File: src/rtl/stack_unit_if.sv
// rtl/stack_unit_if.sv - stack operation and status bus between a controller and stack_unit
interface stack_unit_if #(
   parameter int DATA_W = 32,
   parameter int DEPTH  = 64
);
   localparam int PTR_W = $clog2(DEPTH + 1);

   logic              enable;
   logic              push;
   logic              pop;
   logic [DATA_W-1:0] data_in;
   logic [PTR_W-1:0]  peek_idx;
   logic              err_clr;
   logic [DATA_W-1:0] data_out;
   logic [DATA_W-1:0] peek_data;
   logic              peek_valid;
   logic [PTR_W-1:0]  count;
   logic              empty;
   logic              full;
   logic              overflow;
   logic              underflow;

   modport master (
      output enable, push, pop, data_in, peek_idx, err_clr,
      input  data_out, peek_data, peek_valid, count, empty, full, overflow, underflow
   );

   modport slave (
      input  enable, push, pop, data_in, peek_idx, err_clr,
      output data_out, peek_data, peek_valid, count, empty, full, overflow, underflow
   );
endinterface

File: src/rtl/stack_unit.sv
// rtl/stack_unit.sv - parametrised LIFO stack with peek, occupancy and sticky error flags
module stack_unit #(
   parameter int DATA_W = 32,
   parameter int DEPTH  = 64
) (
   input  logic         clk,
   input  logic         rst,
   stack_unit_if.slave  bus
);
   localparam int PTR_W = $clog2(DEPTH + 1);
   localparam int AW    = $clog2(DEPTH);

   logic [PTR_W-1:0]  sp_q, sp_d;
   logic              overflow_q, overflow_d;
   logic              underflow_q, underflow_d;
   logic [DATA_W-1:0] mem_q [DEPTH];

   logic              is_empty;
   logic              is_full;
   logic              do_push;
   logic              do_pop;
   logic [PTR_W-1:0]  top_ptr;
   logic [PTR_W-1:0]  peek_ptr;
   logic              wr_en;
   logic [AW-1:0]     wr_addr;

   // Occupancy decode and read-side address arithmetic shared by both outputs and next-state
   always_comb begin
      is_empty = (sp_q == '0);
      is_full  = (sp_q == PTR_W'(DEPTH));
      do_push  = bus.enable & bus.push;
      do_pop   = bus.enable & bus.pop;
      top_ptr  = sp_q - PTR_W'(1);
      peek_ptr = top_ptr - bus.peek_idx;
   end

   // Next-state: pointer moves, array write strobe and sticky flags (a new error beats err_clr)
   always_comb begin
      sp_d        = sp_q;
      overflow_d  = overflow_q & ~bus.err_clr;
      underflow_d = underflow_q & ~bus.err_clr;
      wr_en       = 1'b0;
      wr_addr     = '0;
      if (do_push && do_pop && !is_empty) begin
         // Replace top in place; legal even when full since occupancy does not change
         wr_en   = 1'b1;
         wr_addr = top_ptr[AW-1:0];
      end else if (do_push) begin
         // Also covers push+pop on an empty stack, which behaves as a plain push
         if (is_full) begin
            overflow_d = 1'b1;
         end else begin
            wr_en   = 1'b1;
            wr_addr = sp_q[AW-1:0];
            sp_d    = sp_q + PTR_W'(1);
         end
      end else if (do_pop) begin
         if (is_empty) begin
            underflow_d = 1'b1;
         end else begin
            sp_d = top_ptr;
         end
      end
   end

   // Stack pointer and error flags; reset empties the stack and drops any pending push
   always_ff @(posedge clk or negedge rst) begin
      if (!rst) begin
         sp_q        <= '0;
         overflow_q  <= 1'b0;
         underflow_q <= 1'b0;
      end else begin
         sp_q        <= sp_d;
         overflow_q  <= overflow_d;
         underflow_q <= underflow_d;
      end
   end

   // Entry storage is not reset; stale entries are never visible because reads are gated by sp
   always_ff @(posedge clk) begin
      if (wr_en) begin
         mem_q[wr_addr] <= bus.data_in;
      end
   end

   // Combinational read of top and peek entries, forced to zero when not backed by a valid entry
   always_comb begin
      bus.count      = sp_q;
      bus.empty      = is_empty;
      bus.full       = is_full;
      bus.overflow   = overflow_q;
      bus.underflow  = underflow_q;
      bus.peek_valid = (bus.peek_idx < sp_q);
      bus.data_out   = is_empty ? '0 : mem_q[top_ptr[AW-1:0]];
      bus.peek_data  = bus.peek_valid ? mem_q[peek_ptr[AW-1:0]] : '0;
   end
endmodule

File: src/flat_wrapper.sv
// flat-port wrapper written by rule: the top's interface ports become plain ports
module stack_unit_flat 
#(
   parameter int DATA_W = 32,
   parameter int DEPTH  = 64
)
  (clk, rst, bus_enable, bus_push, bus_pop, bus_data_in, bus_peek_idx, bus_err_clr, bus_data_out, bus_peek_data, bus_peek_valid, bus_count, bus_empty, bus_full, bus_overflow, bus_underflow);
  stack_unit_if #(.DATA_W(DATA_W), .DEPTH(DEPTH)) bus_i ();
  input  logic clk;
  input  logic rst;
  input wire logic [$bits(bus_i.enable)-1:0] bus_enable;
  input wire logic [$bits(bus_i.push)-1:0] bus_push;
  input wire logic [$bits(bus_i.pop)-1:0] bus_pop;
  input wire logic [$bits(bus_i.data_in)-1:0] bus_data_in;
  input wire logic [$bits(bus_i.peek_idx)-1:0] bus_peek_idx;
  input wire logic [$bits(bus_i.err_clr)-1:0] bus_err_clr;
  output wire logic [$bits(bus_i.data_out)-1:0] bus_data_out;
  output wire logic [$bits(bus_i.peek_data)-1:0] bus_peek_data;
  output wire logic [$bits(bus_i.peek_valid)-1:0] bus_peek_valid;
  output wire logic [$bits(bus_i.count)-1:0] bus_count;
  output wire logic [$bits(bus_i.empty)-1:0] bus_empty;
  output wire logic [$bits(bus_i.full)-1:0] bus_full;
  output wire logic [$bits(bus_i.overflow)-1:0] bus_overflow;
  output wire logic [$bits(bus_i.underflow)-1:0] bus_underflow;
  assign bus_i.enable = bus_enable;
  assign bus_i.push = bus_push;
  assign bus_i.pop = bus_pop;
  assign bus_i.data_in = bus_data_in;
  assign bus_i.peek_idx = bus_peek_idx;
  assign bus_i.err_clr = bus_err_clr;
  assign bus_data_out = bus_i.data_out;
  assign bus_peek_data = bus_i.peek_data;
  assign bus_peek_valid = bus_i.peek_valid;
  assign bus_count = bus_i.count;
  assign bus_empty = bus_i.empty;
  assign bus_full = bus_i.full;
  assign bus_overflow = bus_i.overflow;
  assign bus_underflow = bus_i.underflow;
  stack_unit #(.DATA_W(DATA_W), .DEPTH(DEPTH)) u_core (.clk(clk), .rst(rst), .bus(bus_i));
endmodule
File: config.mk
export PLATFORM = sky130hd
export DESIGN_NAME = stack_unit_flat
export DESIGN_NICKNAME = d
export VERILOG_FILES = /design/src/rtl/stack_unit_if.sv /design/src/rtl/stack_unit.sv /design/src/flat_wrapper.sv
export SDC_FILE = /design/constraint.sdc
export NUM_CORES = 2
export LEC_CHECK = 0
export ABC_AREA = 1
export BUFFER_PORTS_ARGS = -buffer_cell sky130_fd_sc_hd__clkbuf_2
export CAP_MARGIN = 20
export CORE_ASPECT_RATIO = 1.25
export CORE_MARGIN = 5
export CORE_UTILIZATION = 30
export CTS_BUF_LIST = sky130_fd_sc_hd__clkbuf_16
export DETAILED_ROUTE_END_ITERATION = 7
export GPL_ROUTABILITY_DRIVEN = 1
export MAX_ROUTING_LAYER = met4
export PLACE_DENSITY_LB_ADDON = 0.3
export SLEW_MARGIN = 20
export SYNTH_ARGS = -nofsm -noshare
export SYNTH_HDL_FRONTEND = slang
export SYNTH_SLANG_ARGS = --single-unit
File: constraint.sdc
create_clock -name clk -period 6.2 [get_ports clk]
set_clock_uncertainty 0.15 [all_clocks]
set_input_delay 0.62 -clock clk [delete_from_list [all_inputs] [get_ports clk]]
set_output_delay 0.62 -clock clk [all_outputs]
set_load 0.01 [all_outputs]
# Word level (Yosys, flattened, before mapping)
# Memories as Yosys holds them, arrays and structs flattened.
# Cells that the tools add are included.
# word_totals
ff_bits	9
mem_bits_rw	2048
input_bits	45
out_inout_bits	76
n_memories	1
# op_classes
add_sub_neg	3
order_cmp	1
n_eq_ne	3
mux	21
bitwise	6
n_reduce_logical	6
# memory_table
name	words	word_bits	read_ports	rd_clocked_by_memory_dff	write_ports	line_no	text
u_core.mem_q	64	32	2	0	1	stack_unit.sv:16	logic [DATA_W-1:0] mem_q [DEPTH];
# op_table
cell	count
2-to-1 mux 32 bit	2
2-to-1 mux 7 bit	4
2-to-1 mux 6 bit	3
2-to-1 mux 1 bit	12
adder 7 x 1 -> 7 bit, second input constant	1
== test 7 bit, second input constant	1
zero test 7 bit	1
less-than comparator 7 bit	1
subtractor 7 x 1 -> 7 bit, second input constant	1
subtractor 6 bit	1
AND 1 bit	4
!= test 2 bit, second input constant	2
AND reduction 4 bit	1
logical AND 1 bit	2
inverter 1 bit	2
nonzero test 2 bit	1
zero test 1 bit	1

# Depth between registers and ports, before layout
# logic_depth
depth_word	6
depth_mapped	24
ltp_nobuf	17

# Least setup slack after synthesis
# Ideal clock, no wire load.
# synth_timing
path_type	reg2out
from	register u_core.sp_q[0] (netlist: u_core.bus.count[0])
to	output bus_peek_data[30]
arrival_ns	3.982
path_slack_ns	1.448
path_stages_with_launch	23
cell_sequence	dfrtp_1 buf_2 inv_2 buf_2 buf_2 buf_2 ha_1 inv_2 clkbuf_1 clkbuf_1 fa_1 buf_2 inv_2 buf_2 clkbuf_1 nand3_1 nand2_1 nand2_1 nand3_1 nand3_1 nand3_1 nand2_1 nor2_1
# synth_between
elab_chain_len	4
# synth_lines
item	line_no	text
start, declared	stack_unit.sv:13	logic [PTR_W-1:0] sp_q, sp_d;
start signal, assigned	stack_unit.sv:73	sp_q <= sp_d;
subtractor 7 x 1 -> 7 bit	stack_unit.sv:33	top_ptr = sp_q - PTR_W'(1);
subtractor 6 bit	stack_unit.sv:34	peek_ptr = top_ptr - bus.peek_idx;
memory read (64 x 32 bit)	--	
2-to-1 mux 32 bit *	stack_unit.sv:95	bus.peek_data = bus.peek_valid ? mem_q[peek_ptr[AW-1:0]] : '0;
end, declared	flat_wrapper.sv:18	output wire logic [$bits(bus_i.peek_data)-1:0] bus_peek_data;
# Mark *: on every way between the ends. The rest lies on a longest branch, timed or not.

# Worst setup path after layout
# layout_timing
from	register u_core.sp_q[0] (netlist: u_core.bus.count[0])
to	output bus_peek_data[22]
# Same word-level chain as after synthesis.

==> metrics <==
Worst Max-Slew Pin Slew=about 1.1 ns; largest net degree at the start of global routing=approximately 180; Hold Fails Final Rpt=0; hold crit path type=in2reg; # IOs=between 100 and 150; post-synthesis register bit count=between 2000 and 2500; Synth Warn #=0; Detailed Place HPWL=approximately 240 mm; CP Max Fanout=77; IO buf count=120; Critical Path End Type=primary output; WP data arrival=roughly 5.4 ns; setup violators final=0; total grt overflow=0; cell area after synthesis=~100000 µm²; Die Ht=~670 µm; Synth Area per Inst=8.59 µm²; cell row count=~240; final critical-path required period=6.15 ns; top-count cell post-synth=nand2_1; CTS clk-pin slew, worst paths=approximately 0.06 ns; DR DRC count=0; final WL=approximately 450 mm; share of cells above drive strength 1=under 10%; clock latency on the worst-skew pair=roughly 0.84 ns; number of flops mapped to enable cells by yosys=2048; number of global-route vias before repair=86500; die area=approximately 360000 µm²; TritonRoute pass-1 iters=7; RSZ-0062 raised after global routing=true; initial DRC count=approximately 11000; predominant post-synthesis flop cell=edfxtp_1; CTS tree=done; Final period util=roughly 100%; worst-case clock buffer depth=4; DIE WIDTH=~540 µm; routed vias/inst=between 5 and 6; Post-Syn Instances=roughly 12000; Setup TNS Final=0 ns; ys async rst share=less than 1%; layout net count=approximately 12000; Pins Over Slew Limit=0; share of the synthesized area in the top cell type=58.8%; Area Growth Syn to Fin=13.3%; Synth cell types=38; Worst Path Required=approximately 5.4 ns; fmax=163 MHz; top cells by count, synth=nand2_1, nand3_1, edfxtp_1; Max-Cap Viols=0; Initial Utilization=around 30%; clock buffer count from CTS=between 200 and 250; GPL Wtd Cong=approximately 0.86; relative slew slack=between 20% and 30%; clk sink count=a little over 2000; DR vias=approximately 92000; first-pass GRT wire length=631 mm; GRT Util Overall=approximately a quarter; H-tree level count=4; Avg WL per Cell=roughly 27 µm; cell taking the most area after synthesis=edfxtp_1; syn nets=12200; Startpoint Class=flip-flop; Area contributors post-synth=edfxtp_1, nand2_1, nand3_1, buf_2, clkbuf_1; initial antenna violation count=19; Setup CP Type=reg2out; outcome=completed; Core Area=347000 µm²; root buffer cell=clkbuf_16; sequential cell area fraction in the yosys report=just under 60%; DRT antenna net count=0
worst paths after layout:
kind | from | end | slack (ns) | cells after the start
max in group asynchronous | rst | u_core.bus.count[0]$_DFFE_PN0P_ | 5.60 | 2
min reg2reg | u_core.bus.overflow$_DFF_PN0_ | u_core.bus.overflow$_DFF_PN0_ | 0.36 | 1
min in group asynchronous | rst | u_core.bus.overflow$_DFF_PN0_ | 0.05 | 2
max reg2reg | u_core.bus.count[0]$_DFFE_PN0P_ | u_core.mem_q[35][29]$_DFFE_PP_ | 1.08 | 10
max | u_core.bus.count[0]$_DFFE_PN0P_ | bus_peek_data[22] | 0.05 | 14
min | bus_enable | u_core.bus.overflow$_DFF_PN0_ | 0.04 | 3
layer usage:
metal  up-vias  GRT usage (%)  wire length, µm
li1      40800              -                -
met1     44800           29.2           165000
met2      5368           39.4           211000
met3      1303           3.78            41700
met4         0           13.7            29800
met5         -              -                0
layout make-up:
cell class / instances / area (µm²)
multi-input cells: 9152 / 39500
fillers: 35300 / 229000
flip-flops and latches: 2057 / 61700
diodes: 8 / 20.0
repair buffers: 439 / 4590
inverters: 76 / 365
repair inverters: 1 / 8.76
clock buffers: 211 / 5280
well taps: 4636 / 5800
clock inverters: 161 / 1250
what timing repair did:
| action | CTS | global route |
|---|---|---|
| resized for setup | 15 | 12 |
| pin swaps | 1 | 2 |
| hold buffers | 4 | 0 |
| endpoints found under the setup margin | 32 | 24 |
| cloned | 3 | 2 |
| hold endpoints to repair | 11 | 0 |
| setup buffers | 1 | 0 |
flip-flops by register name, indices dropped and copies added (netlist names):
name and cells:
u_core.bus.underflow 1, u_core.bus.overflow 1, u_core.mem_q 2048, u_core.bus.count 7
cell families (layout without fill, tap and decap cells):
logic type	after synthesis	count (layout)	share of synthesized area (%)
AO/OA/AOI/OAI	58	58	0.327
AND/OR/NAND/NOR	9067	9067	36.4
adder cells (fa/ha/maj)	16	16	0.199
other	0	8	0
flip-flops	2057	2057	59.0
XOR/XNOR	11	11	0.114
buffers and inverters	972	888	3.90
worst max-delay path, stage by stage, from the launching register on:
cell      delay, ns
dfrtp_4        0.62
inv_8          0.22
ha_1           0.41
xor2_4         0.13
ha_1           0.47
xor2_4         0.46
inv_12         0.25
nand2_1        0.19
nand2_1        0.07
nand2_1        0.06
nand3_1        0.09
nand3_1        0.31
nand2_1        0.18
nor2_2         0.57
clkbuf_2       0.28
layout by cell type, fill, tap and decap left out, types with 4 or more instances in the layout:
master,n
clkbuf_16,213
xor2_1,4
buf_4,192
diode_2,8
buf_6,4
clkinv_1,51
nor2_4,67
inv_2,6
buf_12,109
dlygate4sd3_1,4
clkinvlp_4,7
xor2_4,5
nor2_1,85
a21oi_1,15
o21ai_0,23
ha_1,13
bufinv_16,20
nor2_2,6
inv_1,99
clkbuf_2,120
nand3_1,3209
dfrtp_1,8
nand2_2,8
edfxtp_1,2048
nand3_2,4
buf_16,6
nand2_1,5678
inv_6,5
clkinv_2,40
o21ai_1,7
per-stage QoR:
step,cells,util [%],setup WS [ns],hold WS [ns],instance area (µm²)
floorplan,12200,-,1.45,0.174,105000
global placement,16400,32.1,0.602,0.331,112000
detailed placement,16400,32.1,0.595,0.326,112000
CTS,16700,34.1,0.0377,0.00552,118000
global route,16700,34.1,-0.0268,0.0582,118000
finish,16700,34.1,0.0519,0.0372,118000
Power is left out: the tool's default activity adds up to more than one toggle a clock period on the data nets, which glitch-free logic cannot reach.
